[src/rtl/aes_pkg.sv]
// Shared types for the AES S-box lookup path: arbiter FSM encoding, requester IDs,
// and the request payload bundle.
package aes_pkg;

    localparam int unsigned SBOX_AW      = 8;
    localparam int unsigned SBOX_DW      = 8;
    localparam int unsigned DEF_MAX_LOCK = 4;

    typedef enum logic [1:0] {
        IDLE = 2'd0,
        OWN0 = 2'd1,
        OWN1 = 2'd2
    } arb_state_t;

    typedef logic req_id_t;

    typedef struct packed {
        logic               req;
        logic               lock;
        logic [SBOX_AW-1:0] addr;
    } sbox_req_t;

    function automatic logic [1:0] id_onehot(input req_id_t id);
        return id ? 2'b10 : 2'b01;
    endfunction

endpackage

[src/rtl/sbox_rr_pick.sv]
// Two-way round-robin pick: on a tie the requester not granted most recently wins.
module sbox_rr_pick
    import aes_pkg::*;
(
    input  logic [1:0] req,
    input  req_id_t    last,
    output logic [1:0] grant
);

    always_comb begin
        grant = req;
        if (req == 2'b11) begin
            grant = last ? 2'b01 : 2'b10;
        end
    end

endmodule

[src/rtl/sbox_arbiter.sv]
// Arbitrates two requesters onto one single-port S-box ROM with optional bounded
// lock ownership; one lookup per cycle, result returned one cycle after the grant.
module sbox_arbiter
    import aes_pkg::*;
#(
    parameter int unsigned MAX_LOCK = DEF_MAX_LOCK
) (
    input  logic               clk,
    input  logic               rst,
    input  logic               req0,
    input  logic               req1,
    input  logic               lock0,
    input  logic               lock1,
    input  logic [SBOX_AW-1:0] addr0,
    input  logic [SBOX_AW-1:0] addr1,
    output logic               gnt0,
    output logic               gnt1,
    output logic               rvalid0,
    output logic               rvalid1,
    output logic [SBOX_DW-1:0] rdata,
    output logic [SBOX_AW-1:0] sbox_addr,
    output logic               sbox_ce_n,
    output logic               sbox_re_n,
    input  logic [SBOX_DW-1:0] sbox_data_in
);

    localparam int unsigned CNT_W = $clog2(MAX_LOCK + 1);

    arb_state_t       state, state_nxt;
    logic [CNT_W-1:0] lock_cnt, cnt_nxt;
    req_id_t          last, last_nxt;

    sbox_req_t  rq [0:1];
    logic [1:0] req_v;
    logic [1:0] lock_v;
    logic [1:0] rr_grant;
    logic [1:0] grant_c;
    logic [1:0] grant_v;
    req_id_t    own_id;
    req_id_t    gnt_id;

    assign rq[0]  = '{req: req0, lock: lock0, addr: addr0};
    assign rq[1]  = '{req: req1, lock: lock1, addr: addr1};
    assign req_v  = {rq[1].req, rq[0].req};
    assign lock_v = {rq[1].lock, rq[0].lock};

    sbox_rr_pick u_rr_pick (
        .req   (req_v),
        .last  (last),
        .grant (rr_grant)
    );

    // Grant selection and next-state/lock-count update.
    always_comb begin
        grant_c   = 2'b00;
        state_nxt = IDLE;
        cnt_nxt   = '0;
        last_nxt  = last;
        own_id    = (state == OWN1);
        gnt_id    = 1'b0;

        case (state)
            OWN0, OWN1: begin
                if (req_v[own_id]) begin
                    // Forced release only when the budget is spent and the other side waits.
                    if ((lock_cnt < CNT_W'(MAX_LOCK)) || !req_v[~own_id]) begin
                        grant_c = id_onehot(own_id);
                    end else begin
                        grant_c = id_onehot(~own_id);
                    end
                end else begin
                    grant_c = rr_grant;
                end
            end
            default: grant_c = rr_grant;
        endcase

        if (grant_c != 2'b00) begin
            gnt_id   = grant_c[1];
            last_nxt = gnt_id;
            if (lock_v[gnt_id]) begin
                state_nxt = gnt_id ? OWN1 : OWN0;
                if (state_nxt == state) begin
                    cnt_nxt = (lock_cnt >= CNT_W'(MAX_LOCK)) ? CNT_W'(MAX_LOCK)
                                                             : lock_cnt + CNT_W'(1);
                end else begin
                    cnt_nxt = CNT_W'(1);
                end
            end
        end
    end

    // No grant can escape while reset is held, even though arbitration is combinational.
    assign grant_v   = rst ? grant_c : 2'b00;
    assign gnt0      = grant_v[0];
    assign gnt1      = grant_v[1];
    assign sbox_ce_n = ~|grant_v;
    assign sbox_re_n = ~|grant_v;
    assign sbox_addr = (grant_v != 2'b00) ? rq[gnt_id].addr : '0;
    assign rdata     = sbox_data_in;

    always_ff @(posedge clk or negedge rst) begin
        if (!rst) begin
            state    <= IDLE;
            lock_cnt <= '0;
            last     <= 1'b1;
            rvalid0  <= 1'b0;
            rvalid1  <= 1'b0;
        end else begin
            state    <= state_nxt;
            lock_cnt <= cnt_nxt;
            last     <= last_nxt;
            rvalid0  <= grant_v[0];
            rvalid1  <= grant_v[1];
        end
    end

endmodule

[config.mk]
export PLATFORM = sky130hd
export DESIGN_NAME = sbox_arbiter
export DESIGN_NICKNAME = d
export VERILOG_FILES = /design/src/rtl/aes_pkg.sv /design/src/rtl/sbox_rr_pick.sv /design/src/rtl/sbox_arbiter.sv
export SDC_FILE = /design/constraint.sdc
export NUM_CORES = 1
export LEC_CHECK = 0
export ABC_AREA = 1
export BUFFER_PORTS_ARGS = -buffer_cell sky130_fd_sc_hd__buf_2
export CORE_MARGIN = 1.5
export CORE_UTILIZATION = 43
export DETAILED_ROUTE_END_ITERATION = 6
export GPL_TIMING_DRIVEN = 0
export PLACE_DENSITY = 0.87
export SLEW_MARGIN = 25
export SYNTH_ARGS = -nofsm -noshare
export SYNTH_HDL_FRONTEND = slang
export SYNTH_SLANG_ARGS = --single-unit
[constraint.sdc]
create_clock -name clk -period 2.7 [get_ports clk]
set_clock_uncertainty 0.15 [all_clocks]
set_input_delay 0.405 -clock clk [delete_from_list [all_inputs] [get_ports clk]]
set_output_delay 0.405 -clock clk [all_outputs]
set_load 0.005 [all_outputs]
==> run summary <==
status - finished, final reports clean
post-DR wirelength/cell - 9.11 um
xor/xnor cell area share of the yosys netlist - 0
GPL Wtd Cong - 0.787
ys async rst share - 1.00
end-of-flow core utilization - 0.648
Fin Setup TNS - 0 ps
final setup fails - 0
crit-path max cell delay - 330 ps
synth cell count leaders - nand2_1, inv_1, nand2_2
gr usage total - 0.179
Syn Nets - 136
clock tree from TritonCTS - yes
Synth Area in Compound Gates - 0.102
max_cap viols - 0
top post-synthesis cells by area - dfrtp_1, nand2_1, nand2_2
mean post-synth cell area - 7.28 sq um
clk root buf - clkbuf_4
Skew-Pair Late Insertion Delay - 260 ps
IO Pins - 52
Final #Nets - 185
CTS clk-pin slew, worst paths - 50 ps
worst slack, placed - 597 ps
# DRC - 0
delay-heaviest family, CP - simple AND/OR/NAND/NOR gates
Post-Synth Adder-Cell Area - 0.0501
Vias - 770
largest net degree at the start of global routing - 11
I/O Buffers - 43
IR Drop Worst-Case VDD - 0.342 mV
EDFF count, synth - 0
critical path, cell by cell - inv_1 -> ha_1 -> nor2_2 -> inv_1 -> nand3_1 -> nand2_2 -> nand2_4 -> buf_12 -> nand2_2 -> a21oi_2 -> buf_2
post-synthesis sequential area ratio - 0.269
Syn-to-layout area delta - 36.2%
main combinational cell family by area after synthesis - simple AND/OR/NAND/NOR gates
critical path endpoint category - output port
post-synth top area share - 0.234
H-tree Lvls - 1
post-DR vias/cell - 4.61
WP depth - 11
CORE AREA - 1580 sq um
DR pass1 iterations - 2
reg-to-reg critical path startpoint - state[0]
crit-path max FO - 10
PwrDens - 684 nW/um^2
Max Transition Viols Final - 0
FF-to-FF setup slack - 1040 ps
reg2reg path depth - 11
antenna diode count - 0
min cycle time layout - 2380 ps
global-route wire length before repair - 2.50 mm
Synth Area in Simple Gates - 0.374
placed wire-length estimate - 1.33 mm
Worst-Margin Slew - 208 ps
Synth warnings - 0
top-count cell post-synth - nand2_1
clk sinks - 8
leakage power - 0.000588 uW
Syn Inst Count - 103
Worst EP arrival - 1820 ps
CP startpoint - state[0]
crit path capture - sbox_addr[2]
CP bufs+invs - 4
Netlist Area Pre-Place - 749 sq um
Die Y - 44.8 um
CTS buffer count - 3
Worst R2R End - lock_cnt[0]
fin crit share - 0.881
Yosys top cell by area - dfrtp_1
vias in the first global route - 691
Fin. Hold Viols - 0
Crit-path slowest cell - dfrtp_1
startpoint types - flop
prevailing post-synth register cell - dfrtp_1
Fmax - 421 MHz
Setup WS post-layout - 323 ps
Max Buffers Root-to-Sink - 2
Die W - 44.8 um
total wire length - 1.52 mm
mux share of post-synthesis cell area - 0
Seq cells post-synth - 8
GRT overflow - 0
relative slew slack - 0.860
# rows - 14
layout cells sized above 1 - 0.576
kind of critical path - flop to output port
area of the die - 2000 sq um
Worst EP required - 2140 ps
RSZ-0062 raised after global routing - no
ANT nets after route - 0
Yosys cell types - 21
Worst Hold Class - primary input to flop
DR iter-0 viols - 3
initial antenna violation count - 0
Starting Density - 0.475
per-layer routing:
layer,track usage,vias to the layer above,part of all wire,wire length [um]
li1,-,401,-,-
met1,0.176,325,0.37,563
met2,0.316,39,0.51,770
met3,0.0280,5,0.085,130
met4,0.164,0,0.037,57
met5,0,-,0,0
cell families (layout without fill, tap and decap cells):
kind of cell,after synthesis,in the layout
compound gates,10,10
buf+inv,27,75
flops,8,8
fa+ha+maj,3,3
simple gates,55,55
final cells by class:
class | count | area (sq um)
fill | 131 | 556
buffer | 10 | 87.6
clock buffer | 4 | 26.3
multi-input combinational | 68 | 394
timing repair buffer | 44 | 225
tap | 16 | 20.0
sequential | 8 | 201
inverter | 17 | 66.3
tightest hold or removal path, cell delays in order:
cell	delay [ps]
buf_2	90
inv_1	60
nor2_1	40
layout by cell type, fill, tap and decap left out, drive strengths merged, types with 2 or more instances in the layout:
| cell type | count |
|---|---|
| nand2 | 31 |
| a21oi | 9 |
| inv | 16 |
| nor2 | 13 |
| or2 | 2 |
| clkbuf | 4 |
| nand3 | 8 |
| ha | 3 |
| dfrtp | 7 |
| buf | 53 |
worst min path at each step:
stage               startpoint           to  slack (ps)  depth (start not counted)
floorplan                  rst  lock_cnt[0]         -40                          0
global placement           rst  lock_cnt[2]         110                          1
detailed placement         rst  lock_cnt[2]         110                          1
CTS                      lock1     state[1]         230                          3
global route             lock1     state[1]         260                          3
finish                   lock1     state[1]         230                          3
what timing repair did:
action / in CTS / in global routing
endpoints found under the hold margin: 7 / 0
hold buffers: 1 / 0
endpoints found under the setup margin: 0 / 0
setup buffers: 0 / 0
resized for setup: 0 / 0
per-stage QoR:
stage                     instances  hold slack, ps  power [uW]  cell area, sq um
after CTS                       167             230         710              1020
after detailed placement        162             109         608               985
final                           167             234         698              1020
after global routing            167             256         767              1020
after floorplan                 103           -40.6         492               749
after global placement          162             107         590               985
sequential cells by signal, summed over array words and instances (netlist names):
register / count
state: 2
lock_cnt: 3
rvalid1: 1
rvalid0: 1
last: 1
power by group:
group | switching [uW] | leakage, uW | internal (uW) | total, uW
clock network | 40.0 | 0.0000150 | 56.5 | 96.5
registers | 18.3 | 0.000103 | 158 | 177
logic | 245 | 0.000470 | 180 | 425
Note: power is estimated with default switching activity, not from simulation.
